**src/rtl/mem_access_unit_pkg.sv**
```systemverilog
// Shared encodings for the memory access unit: op classes, op codes, FSM states
// and the op-decode helper used by the top and the lane aligner.
package mem_access_unit_pkg;

    localparam logic AVAIL   = 1'b1;
    localparam logic UNAVAIL = 1'b0;

    localparam logic [2:0] ALUSEL_OTHER = 3'd0;
    localparam logic [2:0] ALUSEL_LOAD  = 3'd1;
    localparam logic [2:0] ALUSEL_STORE = 3'd2;

    localparam logic [6:0] OP_LB  = 7'h10;
    localparam logic [6:0] OP_LH  = 7'h11;
    localparam logic [6:0] OP_LW  = 7'h12;
    localparam logic [6:0] OP_LBU = 7'h14;
    localparam logic [6:0] OP_LHU = 7'h15;
    localparam logic [6:0] OP_SB  = 7'h18;
    localparam logic [6:0] OP_SH  = 7'h19;
    localparam logic [6:0] OP_SW  = 7'h1A;

    localparam logic [1:0] ST_IDLE = 2'd0;
    localparam logic [1:0] ST_REQ  = 2'd1;
    localparam logic [1:0] ST_DONE = 2'd2;

    localparam int unsigned MAX_XLEN = 64;
    localparam logic [MAX_XLEN-1:0] ZEROWORD = '0;

    typedef enum logic [1:0] {
        SzByte = 2'd0,
        SzHalf = 2'd1,
        SzWord = 2'd2
    } mem_size_e;

    typedef struct packed {
        mem_size_e size;
        logic      is_unsigned;
    } mem_op_t;

    // Unknown codes fall back to a signed word access.
    function automatic mem_op_t decode_op(input logic [6:0] aluop);
        mem_op_t d;
        d.size        = SzWord;
        d.is_unsigned = 1'b0;
        case (aluop)
            OP_LB, OP_SB: d.size = SzByte;
            OP_LH, OP_SH: d.size = SzHalf;
            OP_LBU: begin
                d.size        = SzByte;
                d.is_unsigned = 1'b1;
            end
            OP_LHU: begin
                d.size        = SzHalf;
                d.is_unsigned = 1'b1;
            end
            default: d.size = SzWord;
        endcase
        return d;
    endfunction

endpackage

```
**src/rtl/mau_align.sv**
```systemverilog
// Byte-lane alignment: store lane enables and data replication, load shift and extension.
module mau_align
    import mem_access_unit_pkg::*;
#(
    parameter int unsigned XLEN = 32
) (
    input  mem_size_e                   size_i,
    input  logic                        is_unsigned_i,
    input  logic [$clog2(XLEN/8)-1:0]   offset_i,
    input  logic [XLEN-1:0]             st_data_i,
    output logic [XLEN/8-1:0]           st_byte_o,
    output logic [XLEN-1:0]             st_wdata_o,
    input  logic [XLEN-1:0]             ld_rdata_i,
    output logic [XLEN-1:0]             ld_result_o
);
    localparam int unsigned NB = XLEN / 8;

    logic [NB-1:0]   base_mask;
    logic [XLEN-1:0] shifted;

    always_comb begin
        base_mask  = NB'(15);
        st_wdata_o = {(NB/4){st_data_i[31:0]}};
        case (size_i)
            SzByte: begin
                base_mask  = NB'(1);
                st_wdata_o = {NB{st_data_i[7:0]}};
            end
            SzHalf: begin
                base_mask  = NB'(3);
                st_wdata_o = {(NB/2){st_data_i[15:0]}};
            end
            default: begin
                base_mask  = NB'(15);
                st_wdata_o = {(NB/4){st_data_i[31:0]}};
            end
        endcase
        st_byte_o = base_mask << offset_i;
    end

    always_comb begin
        shifted = ld_rdata_i >> {offset_i, 3'b000};
        case (size_i)
            SzByte:  ld_result_o = is_unsigned_i ? XLEN'(shifted[7:0])
                                                 : XLEN'($signed(shifted[7:0]));
            SzHalf:  ld_result_o = is_unsigned_i ? XLEN'(shifted[15:0])
                                                 : XLEN'($signed(shifted[15:0]));
            default: ld_result_o = XLEN'($signed(shifted[31:0]));
        endcase
    end

endmodule

```
**src/rtl/mem_access_unit.sv**
```systemverilog
// Registered memory stage: accepts one EX op, runs a req/ack RAM access with an optional
// timeout, and hands a single registered writeback beat to WB.
module mem_access_unit
    import mem_access_unit_pkg::*;
#(
    parameter int unsigned XLEN    = 32,
    parameter int unsigned REGW    = 5,
    parameter int unsigned TIMEOUT = 255
) (
    input  logic              clk,
    input  logic              rst,
    input  logic              in_valid,
    output logic              in_ready,
    input  logic              in_wvalid,
    input  logic [REGW-1:0]   in_waddr,
    input  logic [XLEN-1:0]   in_wdata,
    input  logic [2:0]        in_alusel,
    input  logic [6:0]        in_aluop,
    input  logic [XLEN-1:0]   in_addr,
    input  logic [XLEN-1:0]   in_r2,
    output logic              ram_req,
    output logic              ram_write,
    output logic [XLEN/8-1:0] ram_byte,
    output logic [XLEN-1:0]   ram_addr,
    output logic [XLEN-1:0]   ram_wdata,
    input  logic              ram_ack,
    input  logic [XLEN-1:0]   ram_rdata,
    output logic              out_valid,
    output logic              out_wvalid,
    output logic [REGW-1:0]   out_waddr,
    output logic [XLEN-1:0]   out_wdata,
    output logic              stall,
    output logic              exc_misalign,
    output logic              exc_timeout,
    output logic [XLEN-1:0]   exc_addr
);
    localparam int unsigned NB   = XLEN / 8;
    localparam int unsigned OFFW = $clog2(NB);
    localparam int unsigned CNTW = (TIMEOUT > 0) ? $clog2(TIMEOUT + 1) : 1;

    logic [1:0]      state_q, state_d;
    logic            wvalid_q, wvalid_d;
    logic [REGW-1:0] waddr_q, waddr_d;
    logic [XLEN-1:0] wdata_q, wdata_d;
    logic [XLEN-1:0] addr_q, addr_d;
    logic [XLEN-1:0] r2_q, r2_d;
    mem_size_e       size_q, size_d;
    logic            uns_q, uns_d;
    logic            store_q, store_d;
    logic [CNTW-1:0] cnt_q, cnt_d;
    logic            mis_q, mis_d;
    logic            to_q, to_d;
    logic [XLEN-1:0] exc_addr_q, exc_addr_d;

    mem_op_t         in_op;
    logic            in_is_mem, in_is_store, in_mis, timeout_hit;
    logic            in_req, in_done;
    logic [NB-1:0]   st_byte;
    logic [XLEN-1:0] st_wdata, ld_result;

    mau_align #(
        .XLEN(XLEN)
    ) u_align (
        .size_i        (size_q),
        .is_unsigned_i (uns_q),
        .offset_i      (addr_q[OFFW-1:0]),
        .st_data_i     (r2_q),
        .st_byte_o     (st_byte),
        .st_wdata_o    (st_wdata),
        .ld_rdata_i    (ram_rdata),
        .ld_result_o   (ld_result)
    );

    always_comb begin
        in_op       = decode_op(in_aluop);
        in_is_store = (in_alusel == ALUSEL_STORE);
        in_is_mem   = (in_alusel == ALUSEL_LOAD) || in_is_store;
        in_mis      = ((in_op.size == SzHalf) && in_addr[0]) ||
                      ((in_op.size == SzWord) && (in_addr[1:0] != 2'b00));
        // Fires on the TIMEOUT-th cycle of REQ, so ram_req is high for exactly TIMEOUT cycles.
        timeout_hit = (TIMEOUT != 0) && (cnt_q == CNTW'(TIMEOUT - 1));
    end

    always_comb begin
        state_d    = state_q;
        wvalid_d   = wvalid_q;
        waddr_d    = waddr_q;
        wdata_d    = wdata_q;
        addr_d     = addr_q;
        r2_d       = r2_q;
        size_d     = size_q;
        uns_d      = uns_q;
        store_d    = store_q;
        cnt_d      = cnt_q;
        mis_d      = mis_q;
        to_d       = to_q;
        exc_addr_d = exc_addr_q;
        case (state_q)
            ST_IDLE: begin
                if (in_valid) begin
                    waddr_d  = in_waddr;
                    wdata_d  = in_wdata;
                    addr_d   = in_addr;
                    r2_d     = in_r2;
                    size_d   = in_op.size;
                    uns_d    = in_op.is_unsigned;
                    store_d  = in_is_store;
                    cnt_d    = '0;
                    mis_d    = 1'b0;
                    to_d     = 1'b0;
                    wvalid_d = in_wvalid && (in_waddr != '0);
                    if (!in_is_mem) begin
                        state_d = ST_DONE;
                    end else if (in_mis) begin
                        state_d    = ST_DONE;
                        mis_d      = 1'b1;
                        exc_addr_d = in_addr;
                        wvalid_d   = 1'b0;
                    end else begin
                        state_d = ST_REQ;
                        if (in_is_store) begin
                            wvalid_d = 1'b0;
                        end
                    end
                end
            end
            ST_REQ: begin
                cnt_d = cnt_q + 1'b1;
                if (ram_ack) begin
                    if (!store_q) begin
                        wdata_d = ld_result;
                    end
                    state_d = ST_DONE;
                end else if (timeout_hit) begin
                    to_d       = 1'b1;
                    exc_addr_d = addr_q;
                    wvalid_d   = 1'b0;
                    state_d    = ST_DONE;
                end
            end
            ST_DONE: state_d = ST_IDLE;
            default: state_d = ST_IDLE;
        endcase
    end

    always_ff @(posedge clk or negedge rst) begin
        if (!rst) begin
            state_q    <= ST_IDLE;
            wvalid_q   <= 1'b0;
            waddr_q    <= '0;
            wdata_q    <= '0;
            addr_q     <= '0;
            r2_q       <= '0;
            size_q     <= SzByte;
            uns_q      <= 1'b0;
            store_q    <= 1'b0;
            cnt_q      <= '0;
            mis_q      <= 1'b0;
            to_q       <= 1'b0;
            exc_addr_q <= '0;
        end else begin
            state_q    <= state_d;
            wvalid_q   <= wvalid_d;
            waddr_q    <= waddr_d;
            wdata_q    <= wdata_d;
            addr_q     <= addr_d;
            r2_q       <= r2_d;
            size_q     <= size_d;
            uns_q      <= uns_d;
            store_q    <= store_d;
            cnt_q      <= cnt_d;
            mis_q      <= mis_d;
            to_q       <= to_d;
            exc_addr_q <= exc_addr_d;
        end
    end

    // RAM outputs come straight from registered state, so they hold steady until ack.
    always_comb begin
        in_req       = (state_q == ST_REQ);
        in_done      = (state_q == ST_DONE);
        in_ready     = (state_q == ST_IDLE) ? AVAIL : UNAVAIL;
        stall        = ~in_ready;
        ram_req      = in_req;
        ram_write    = in_req && store_q;
        ram_byte     = in_req ? st_byte : '0;
        ram_addr     = in_req ? {addr_q[XLEN-1:OFFW], {OFFW{1'b0}}} : ZEROWORD[XLEN-1:0];
        ram_wdata    = in_req ? st_wdata : ZEROWORD[XLEN-1:0];
        out_valid    = in_done;
        out_wvalid   = in_done && wvalid_q;
        out_waddr    = waddr_q;
        out_wdata    = wdata_q;
        exc_misalign = in_done && mis_q;
        exc_timeout  = in_done && to_q;
        exc_addr     = exc_addr_q;
    end

endmodule

```
**config.mk**
```make
export PLATFORM = sky130hd
export DESIGN_NAME = mem_access_unit
export DESIGN_NICKNAME = d
export VERILOG_FILES = /design/src/rtl/mem_access_unit_pkg.sv /design/src/rtl/mau_align.sv /design/src/rtl/mem_access_unit.sv
export SDC_FILE = /design/constraint.sdc
export NUM_CORES = 1
export LEC_CHECK = 0
export CAP_MARGIN = 20
export CORE_ASPECT_RATIO = 1.2
export CORE_UTILIZATION = 48
export CTS_CLUSTER_SIZE = 24
export DETAILED_ROUTE_END_ITERATION = 8
export PLACE_DENSITY_LB_ADDON = 0.3
export SYNTH_ARGS = -nofsm -noshare
export SYNTH_HDL_FRONTEND = slang
export SYNTH_SLANG_ARGS = --single-unit
```
**constraint.sdc**
```tcl
create_clock -name clk -period 3.98 [get_ports clk]
set_input_delay 0.398 -clock clk [delete_from_list [all_inputs] [get_ports clk]]
set_output_delay 0.398 -clock clk [all_outputs]
set_load 0.005 [all_outputs]
```
==> summary.txt <==
Hold Slack - 0.0500 ns
Worst path slowest cell - nor2_1
die width - 119 um
Area growth syn-to-layout - 46.8%
post-DR wirelength/cell - 18.7 um
final RePlAce weighted congestion - 0.896
Multi-input gate area - 3820 um^2
Mapped Area - 7830 um^2
Min Clock Period, post-route - 2.92 ns
die footprint - 16,800 um^2
RSZ-0062 raised after global routing - no
Synth cell types - 46
CP Launch Type - flip-flop
Pre-antenna DRT Iters - 5
Final Hold Viols - 0
count leader, synth - nand2_1
Max Freq - 0.343 GHz
Hold Buf Count CTS - 0
Worst EP arrival - 2.52 ns
final WL - 25.3 mm
CTS tree - done
crit end category - primary output
Final Cycle Share - 73.3%
initial drt markers - 481
kind of critical path - reg2out
FP Rows - 50
Min-Delay Path Class - in2async
worst-skew pair later-pin latency - 0.42 ns
ys flop type - dfrtp_1
clk sinks - 150
Layout Nets - 1,280
GRT overflow - 0
Residual DRC - 0
Synth area leaders - dfrtp_1, nand2_1, mux2_4
die height - 142 um
via count - 7,267
Clock Path Buffers - 2
asr flop ratio synth - 100%
Crit Path Max Fanout - 13
worst-path cell chain - nor2_1, nand2_1, a21oi_1, clkdlybuf4s50_1
yosys warns - 0
Synth top area share - 48.0%
CTS H-Tree Depth - 4
synthesis-stage register bit count - 150
synth cell count leaders - nand2_1, dfrtp_1, nor2_1, clkbuf_1, and2_1
remaining antenna violation count after routing - 0
Finished Layout Cells - 1,350
vias per cell - 5.38
Worst path max stage delay - 0.64 ns
initial core utilization - 49.7%
PostCTS Resize Cnt - 0
relative slew slack - 33.8%
core area - 15,800 um^2
worst reg2reg path startpoint - addr_q[0]
worst-margin pin slew - 0.992 ns
Avg Cell Area, Syn - 9.01 um^2
Max VDD drop - 0.305 mV
Pwr per Cell Area - 458 nW/um^2
first-pass GRT wire length - 39.3 mm
Setup TNS - 0 ns
WP data required - 3.58 ns
Sequential Area - 3750 um^2
# fillers - 1,196
Root Buffer - clkbuf_16
final slew viol count - 0
status - completed
largest net degree at the start of global routing - 100
Setup crit start - size_q[0]
setup violators final - 0
Synth Instances - 869
layout cells sized above 1 - 9.55%
vias in the first global route - 7,171
cell taking the most area after synthesis - dfrtp_1
initial antenna violation count - 1
I/O pins - 293
Max-cap violations - 0
gr usage total - 30.6%
Post-synth EDFFs - 0
hpwl dp - 17.3 mm
clock skew - 0.00712 ns
dpl cells - 1,318
CTS clk-pin slew, worst paths - 0.06 ns
Setup Buffers After CTS - 0
PortBufs - 290
cts bufs inserted - 17
leakage power - 5.26 nW
sequential fraction of the synthesis area - 48.0%
-- metal layers --
layer	track usage (%)	routed length, um	vias up
li1	-	-	3408
met1	35.8	9860	3481
met2	50.8	12400	329
met3	9.89	2120	49
met4	14.6	954	0
met5	0	0	-
-- layout make-up --
| cell class | count | share of cell area, % |
|---|---|---|
| Multi-Input combinational cell | 653 | 33.2 |
| Sequential cell | 150 | 32.7 |
| Timing Repair Buffer | 304 | 26.3 |
| Clock buffer | 22 | 4.13 |
| Tap cell | 208 | 2.27 |
| Clock inverter | 8 | 1.29 |
| Inverter | 4 | 0.131 |
| Antenna cell | 1 | 0.0218 |
-- final timing paths --
path,slack [ns],cells after the start,to
worst min register to register,0.47,2,addr_q[14]
worst max-delay path,1.06,4,ram_wdata[8]
max in group asynchronous,2.91,2,r2_q[9]
min in group clk,0.47,2,addr_q[14]
worst max register to register,1.45,6,out_wdata[19]
worst min-delay path,0.05,1,r2_q[29]
-- state kept, by name, indices dropped and copies added (netlist names) --
register and cells:
state_q 2, store_q 1, to_q 1, exc_addr 32, wvalid_q 1, mis_q 1, r2_q 32, out_wdata 32
size_q 2, addr_q 32, out_waddr 5, uns_q 1, cnt_q 8
-- critical path: cells and delay by family, from the launching register on --
| family | cells | cell delay (ns) |
|---|---|---|
| compound gates | 1 | 0.15 |
| buf+inv | 1 | 0.56 |
| flops | 1 | 0.63 |
| simple gates | 2 | 0.76 |
-- cell usage in the layout (no fill, tap or decap), types with 2 or more instances in the layout --
cell	count
o31ai_1	2
nor2_1	88
and3_1	2
inv_1	3
a211oi_1	14
a21o_1	30
buf_4	13
and2_1	43
clkdlybuf4s50_1	289
o21ai_0	20
a221oi_1	14
clkinv_4	2
nand4_1	3
nor2b_1	12
clkbuf_8	3
a221oi_2	10
a31oi_1	2
clkinv_2	2
dfrtp_1	150
conb_1	2
mux2_4	30
a21oi_1	33
nand3_1	7
bufinv_16	4
ha_1	2
or2_2	2
nand2_1	272
mux2_2	14
clkbuf_1	2
clkbuf_16	17
mux2i_1	26
nand2b_1	2
nor3_1	3
-- cell families (layout without fill, tap and decap cells) --
family | after synthesis | count (layout) | synth area share [%]
and+or+nand+nor | 442 | 442 | 23.8
muxes | 70 | 70 | 11.1
adders and majority gates | 2 | 2 | 0.320
AOI/OAI and AO/OA | 136 | 136 | 12.9
DFF | 150 | 150 | 48.0
other | 1 | 3 | 0.0479
xor gates and xnor gates | 1 | 1 | 0.112
buffers and inverters | 67 | 338 | 3.71
-- power by group --
| part | total, W | switching [W] | internal (W) |
|---|---|---|---|
| sequential | 0.00207 | 0.000234 | 0.00184 |
| combinational | 0.00148 | 0.000611 | 0.000865 |
| clock | 0.00171 | 0.000614 | 0.00109 |
| total | 0.00526 | 0.00146 | 0.00380 |
-- per-stage QoR --
step	setup WS (ns)	instance area, um^2	util (%)	total power (W)
after global placement	0.916	10800	68.8	0.00351
after CTS	0.992	11500	72.8	0.00527
after floorplan	1.80	7830	-	0.00274
final	1.06	11500	72.9	0.00526
after detailed placement	0.864	10800	68.8	0.00355
after global routing	0.900	11500	72.8	0.00550
(Power assumes the default switching activity.)
